File: config.mk
export PLATFORM = sky130hd
export DESIGN_NAME = gcd_arbiter
export DESIGN_NICKNAME = d
export VERILOG_FILES = /design/src/rtl/gcd_arbiter.sv
export SDC_FILE = /design/constraint.sdc
export NUM_CORES = 1
export LEC_CHECK = 0
export CORE_MARGIN = 4
export CORE_UTILIZATION = 53
export CTS_BUF_LIST = sky130_fd_sc_hd__clkbuf_2 sky130_fd_sc_hd__clkbuf_4 sky130_fd_sc_hd__clkbuf_8
export CTS_CLUSTER_DIAMETER = 100
export CTS_CLUSTER_SIZE = 12
export DETAILED_ROUTE_END_ITERATION = 16
export HOLD_SLACK_MARGIN = 0.1
export PLACE_DENSITY = 0.88
export SLEW_MARGIN = 20
export SYNTH_ARGS = -nofsm -noshare
export SYNTH_HDL_FRONTEND = slang
export SYNTH_SLANG_ARGS = --single-unit
File: constraint.sdc
create_clock -name clock -period 4 [get_ports clock]
set_input_delay 0.6 -clock clock [delete_from_list [all_inputs] [get_ports clock]]
set_output_delay 0.6 -clock clock [all_outputs]
set_load 0.05 [all_outputs]
File: src/rtl/gcd_arbiter.sv
// gcd_arbiter
// ---------------------------------------------------------------------------
// One subtractive GCD datapath shared by N requesters. A round-robin arbiter
// picks a requester in IDLE. Its operand pair is captured and reduced by
// repeated subtraction in COMPUTE. The result is presented in RESP on a single
// response channel that is tagged with the owner's ID.
//
// Optional feature: define GCD_ARB_CYCLE_CNT_EN to add the resp_cycles output.
// resp_cycles holds the COMPUTE-cycle count of the current result and
// saturates at 16'hFFFF.
//
// Ports
//   clock       system clock, rising edge
//   reset_n     asynchronous active-low reset
//   req[N]      per-requester request, held with stable operands until gnt
//   a_in[N*W]   operand A, requester i at [i*W +: W]
//   b_in[N*W]   operand B, same packing
//   gnt[N]      one-hot combinational accept strobe (IDLE only)
//   busy        high in every state except IDLE
//   resp_valid  result available
//   resp_ready  consumer accepts result
//   resp_id     requester that owns the result
//   resp_gcd    GCD result
//   resp_cycles (GCD_ARB_CYCLE_CNT_EN only) COMPUTE cycles for this result
//
// Response handshake: resp_valid/resp_id/resp_gcd (and resp_cycles) are
// registered. Once resp_valid is high they stay unchanged until a rising edge
// on which resp_valid && resp_ready. That edge retires the response. The
// request side uses a one-cycle gnt strobe: operands are taken on the edge
// that ends a cycle with gnt[i]=1.
// ---------------------------------------------------------------------------
module gcd_arbiter #(
  parameter int W   = 8,
  parameter int N   = 4,
  parameter int IDW = 2
) (
  input  logic           clock,
  input  logic           reset_n,
  input  logic [N-1:0]   req,
  input  logic [N*W-1:0] a_in,
  input  logic [N*W-1:0] b_in,
  output logic [N-1:0]   gnt,
  output logic           busy,
  output logic           resp_valid,
  input  logic           resp_ready,
  output logic [IDW-1:0] resp_id,
  output logic [W-1:0]   resp_gcd
`ifdef GCD_ARB_CYCLE_CNT_EN
  ,
  output logic [15:0]    resp_cycles
`endif
);

  typedef enum logic [1:0] {
    IDLE    = 2'd0,
    COMPUTE = 2'd1,
    RESP    = 2'd2
  } state_t;

  // state is the FSM's observable state for checkers bound to this module.
  state_t         state;
  state_t         state_nxt;

  logic [IDW-1:0] ptr;
  logic [IDW-1:0] own_id;
  logic [W-1:0]   op_a;
  logic [W-1:0]   op_b;

  logic           win_found;
  logic [IDW-1:0] win_id;
  logic [N-1:0]   win_oh;
  logic [W-1:0]   a_sel;
  logic [W-1:0]   b_sel;
  logic           done;

  // The reduction is finished once either operand is zero.
  assign done = (op_a == '0) || (op_b == '0);

  // Round-robin search in two passes. Pass one covers the set bits at or
  // above the pointer. Pass two covers the wrap-around from bit 0. Using
  // only constant loop indices keeps the selects static.
  always_comb begin
    win_found = 1'b0;
    win_id    = '0;
    win_oh    = '0;
    a_sel     = '0;
    b_sel     = '0;
    for (int i = 0; i < N; i++) begin
      if (!win_found && req[i] && (IDW'(i) >= ptr)) begin
        win_found = 1'b1;
        win_id    = IDW'(i);
        win_oh[i] = 1'b1;
        a_sel     = a_in[i*W +: W];
        b_sel     = b_in[i*W +: W];
      end
    end
    for (int i = 0; i < N; i++) begin
      if (!win_found && req[i]) begin
        win_found = 1'b1;
        win_id    = IDW'(i);
        win_oh[i] = 1'b1;
        a_sel     = a_in[i*W +: W];
        b_sel     = b_in[i*W +: W];
      end
    end
  end

  // FSM: state register
  always_ff @(posedge clock or negedge reset_n) begin
    if (!reset_n) state <= IDLE;
    else          state <= state_nxt;
  end

  // FSM: next-state logic
  always_comb begin
    state_nxt = state;
    case (state)
      IDLE:    if (win_found) state_nxt = COMPUTE;
      COMPUTE: if (done) state_nxt = RESP;
      RESP:    if (resp_valid && resp_ready) state_nxt = IDLE;
      default: state_nxt = IDLE;
    endcase
  end

  // FSM: outputs. gnt is also gated by reset_n so that it reads 0 while reset
  // is asserted, even when requests are pending.
  always_comb begin
    gnt  = '0;
    busy = (state != IDLE);
    if (reset_n && (state == IDLE) && win_found) gnt = win_oh;
  end

  // Datapath: operand capture, subtraction, and result registers
  always_ff @(posedge clock or negedge reset_n) begin
    if (!reset_n) begin
      ptr        <= '0;
      own_id     <= '0;
      op_a       <= '0;
      op_b       <= '0;
      resp_valid <= 1'b0;
      resp_id    <= '0;
      resp_gcd   <= '0;
    end else begin
      case (state)
        IDLE: begin
          if (win_found) begin
            op_a   <= a_sel;
            op_b   <= b_sel;
            own_id <= win_id;
            ptr    <= (win_id == IDW'(N-1)) ? '0 : win_id + 1'b1;
          end
        end
        COMPUTE: begin
          if (!done) begin
            // The larger operand is always the minuend, so no underflow.
            if (op_a >= op_b) op_a <= op_a - op_b;
            else              op_b <= op_b - op_a;
          end else begin
            resp_gcd   <= (op_a == '0) ? op_b : op_a;
            resp_id    <= own_id;
            resp_valid <= 1'b1;
          end
        end
        RESP: begin
          if (resp_ready) resp_valid <= 1'b0;
        end
        default: ;
      endcase
    end
  end

`ifdef GCD_ARB_CYCLE_CNT_EN
  // cyc_cnt counts the reducing COMPUTE cycles so far. The final COMPUTE
  // cycle is added when the count is loaded into resp_cycles.
  logic [15:0] cyc_cnt;

  always_ff @(posedge clock or negedge reset_n) begin
    if (!reset_n) begin
      cyc_cnt     <= '0;
      resp_cycles <= '0;
    end else begin
      case (state)
        IDLE: if (win_found) cyc_cnt <= '0;
        COMPUTE: begin
          if (!done) begin
            if (cyc_cnt != 16'hFFFF) cyc_cnt <= cyc_cnt + 16'd1;
          end else begin
            resp_cycles <= (cyc_cnt == 16'hFFFF) ? 16'hFFFF : cyc_cnt + 16'd1;
          end
        end
        default: ;
      endcase
    end
  end
`endif

endmodule
==> results.py <==
metrics = {
    "worst_setup_path": {
        "cp_data_required_time_ns": 3.40,
        "critPathMaxFanout": 18,
        "path_class": "in2out",
        "rr_startpoint": "op_a[0]",
        "r2r_end": "op_a[7]",
        "crit_path_start": "req[1]",
        "ff2ff_setup_slack_ns": 1.34,
        "r2r_cells": 9,
        "setup.worst_path.end_class": "primary output",
        "crit_arrival_ns": 2.73,
        "start_kind": "input pin",
    },
    "routing": {
        "drtAntennaViolNets": 0,
        "drt_wl_total_um": 9710,
        "wl_met2_um": 4390,
        "via_per_inst": 6.43,
        "drc": 0,
        "m1WireLength_um": 4000,
        "dr.pass1.iters": 5,
        "routedWlPerCell_um": 18.4,
        "highest_layer": "met4",
        "num_vias": 3388,
        "drt_iter0_markers": 485,
        "wl_met3_um": 1050,
    },
    "final_layout": {
        "areaGrowthSynthToFinish_pct": 35.2,
        "final_core_util": 0.759,
        "final_cells": 527,
        "diodes": 0,
        "fin_nets": 544,
        "regArea_um2": 826,
        "multi_input_area_mm2": 0.00195,
        "drive_above_1_share": 0.0678,
        "nFillCells": 380,
        "final_area_mm2": 0.00400,
    },
    "die": {
        "initial_utilization": 0.561,
        "rows": 26,
        "io_pins": 87,
        "chipWidth_um": 82.7,
        "core_area_mm2": 0.00527,
        "dieArea_mm2": 0.00684,
        "die_h_um": 82.7,
    },
    "sta": {
        "worst_pin_slew_ns": 0.713,
        "finalClockSkew_ns": 0.00712,
        "finalCriticalPeriod_ns": 3.33,
        "setup_slack_ns": 0.673,
        "finalHoldViolCount": 0,
        "finalSetupViolations": 0,
        "hold_slack_ns": 0.491,
        "rsz0062_at_grt": "no",
        "slew_headroom": 0.525,
        "post-route-period-util": 0.832,
        "drv_slew": 0,
        "max_freq_ghz": 0.301,
        "tns_ns": 0,
    },
    "cts": {
        "cts_tree": "yes",
        "cts_root_buf": "clkbuf_8",
        "hold_buffers": 0,
        "htree_levels": 2,
        "ctsResizeCount": 0,
        "ctsLongestPathBuffers": 2,
        "cts.sinks": 33,
        "numCtsBuffers": 5,
        "postCtsSetupBuffers": 0,
        "clkTransAtPathRegs_ns": 0.07,
        "clk-insertion-delay-late_ns": 0.29,
    },
    "place": {
        "placed_cell_area_mm2": 0.00391,
        "io_buffers": 86,
        "dp_hpwl_um": 7510,
        "gp_congestion": 0.941,
        "post-place-ws_ns": 0.707,
        "place_inst": 519,
    },
    "yosys": {
        "yosys.area.top_type_share": 0.279,
        "yosys_warnings": 0,
        "postSynthCellCount": 377,
        "ys_ff_latch": 33,
        "synth_edf_count": 0,
        "synthArstFlopShare": 1.00,
        "syn_area_mm2": 0.00296,
        "seq_area_frac_synth": 0.279,
        "synth_cell_types": 62,
        "synthTopCellsByCount": "a21oi_1, nand2_1, nor2_1, dfrtp_1, inv_1",
        "ys.flop_type": "dfrtp_1",
        "synth_most_common_cell": "a21oi_1",
        "synth.area.top_cells": "dfrtp_1, a21oi_1, ha_1",
        "yosys.area.top_type": "dfrtp_1",
        "syn-num-nets": 465,
        "syn_avg_cell_area_um2": 7.84,
    },
    "hold_path": {
        "holdPathStages": 1,
        "worstHoldStart": "own_id[0]",
        "holdCritPathClass": "reg2reg",
        "whs_endpoint": "own_id[0]",
    },
    "job": {
        "maxCapViolations": 0,
    },
    "power_and_ir_drop": {
        "leakage_nw": 1.62,
        "p_per_area_mw_per_mm2": 909,
        "peakVddDrop_uv": 478,
        "power_mw": 3.63,
    },
    "global_route": {
        "grt_overflow": 0,
        "grt_start_max_net_pins": 34,
        "track_usage": 0.303,
        "grt_first_pass_wirelength_um": 16000,
        "grt_pass1_vias": 3210,
        "antenna_found_initial": 0,
    },
    "run_status": {
        "status": "completed",
    },
}
==> metal layers <==
metal | GRT usage | vias to the layer above
li1 | - | 1559
met4 | 0.109 | 0
met2 | 0.482 | 245
met1 | 0.409 | 1554
met5 | 0 | -
met3 | 0.0542 | 30
==> worst max-delay path, stage by stage <==
cell and delay, ns:
clkdlybuf4s50_1 0.67, nor2_1 0.29, o221a_1 0.69, nor2b_1 0.30
buf_12 0.17
==> cell type report <==
cell class	instances	area share
Clock buffer	5	0.0172
Clock inverter	3	0.00438
Inverter	20	0.0188
Multi-Input combinational cell	300	0.487
Sequential cell	33	0.207
Tap cell	70	0.0219
Timing Repair Buffer	96	0.244
==> registers in the layout, indices dropped and copies added (netlist names) <==
register,count
state,2
op_b,8
ptr,2
resp_id,2
resp_gcd,8
own_id,2
resp_valid,1
op_a,8
==> where the power goes <==
part,total (mW),switching [mW],internal (mW)
logic,2.65,1.53,1.12
clock network,0.253,0.133,0.120
registers,0.731,0.214,0.516
total,3.63,1.88,1.76
==> cell usage in the layout, fill, tap and decap left out, types with 3 or more instances in the layout <==
cell type,instances
clkdlybuf4s50_1,82
a21oi_1,46
nand2_1,36
nor2_1,35
dfrtp_1,33
inv_1,19
ha_1,15
o21ai_0,14
nand3_1,13
nand2b_1,10
buf_4,10
nor3_1,9
a221oi_1,8
a22oi_1,8
nor2b_1,7
o21ai_1,7
a31oi_1,6
a211oi_1,6
a222oi_1,6
clkbuf_8,5
nor4_1,4
a221o_1,4
buf_12,4
o21a_1,3
xor2_1,3
and3_1,3
mux2i_1,3
a22o_1,3
a32o_1,3
xnor2_1,3
==> logic make-up after synthesis <==
family          share of synthesized area
compound gates                      0.321
simple gates                        0.217
buf+inv                            0.0622
flops                               0.279
fa+ha+maj                          0.0770
mux                                0.0254
xor+xnor                           0.0178
==> worst max path at each step <==
stage | to | slack [ns]
5_1_grt | gnt[3] | 0.54
6_report | gnt[3] | 0.67
3_5_place_dp | gnt[3] | 0.71
4_1_cts | gnt[3] | 0.71
3_3_place_gp | gnt[3] | 0.75
2_1_floorplan | gnt[0] | 1.06
Note: power is estimated with default switching activity, not from simulation.
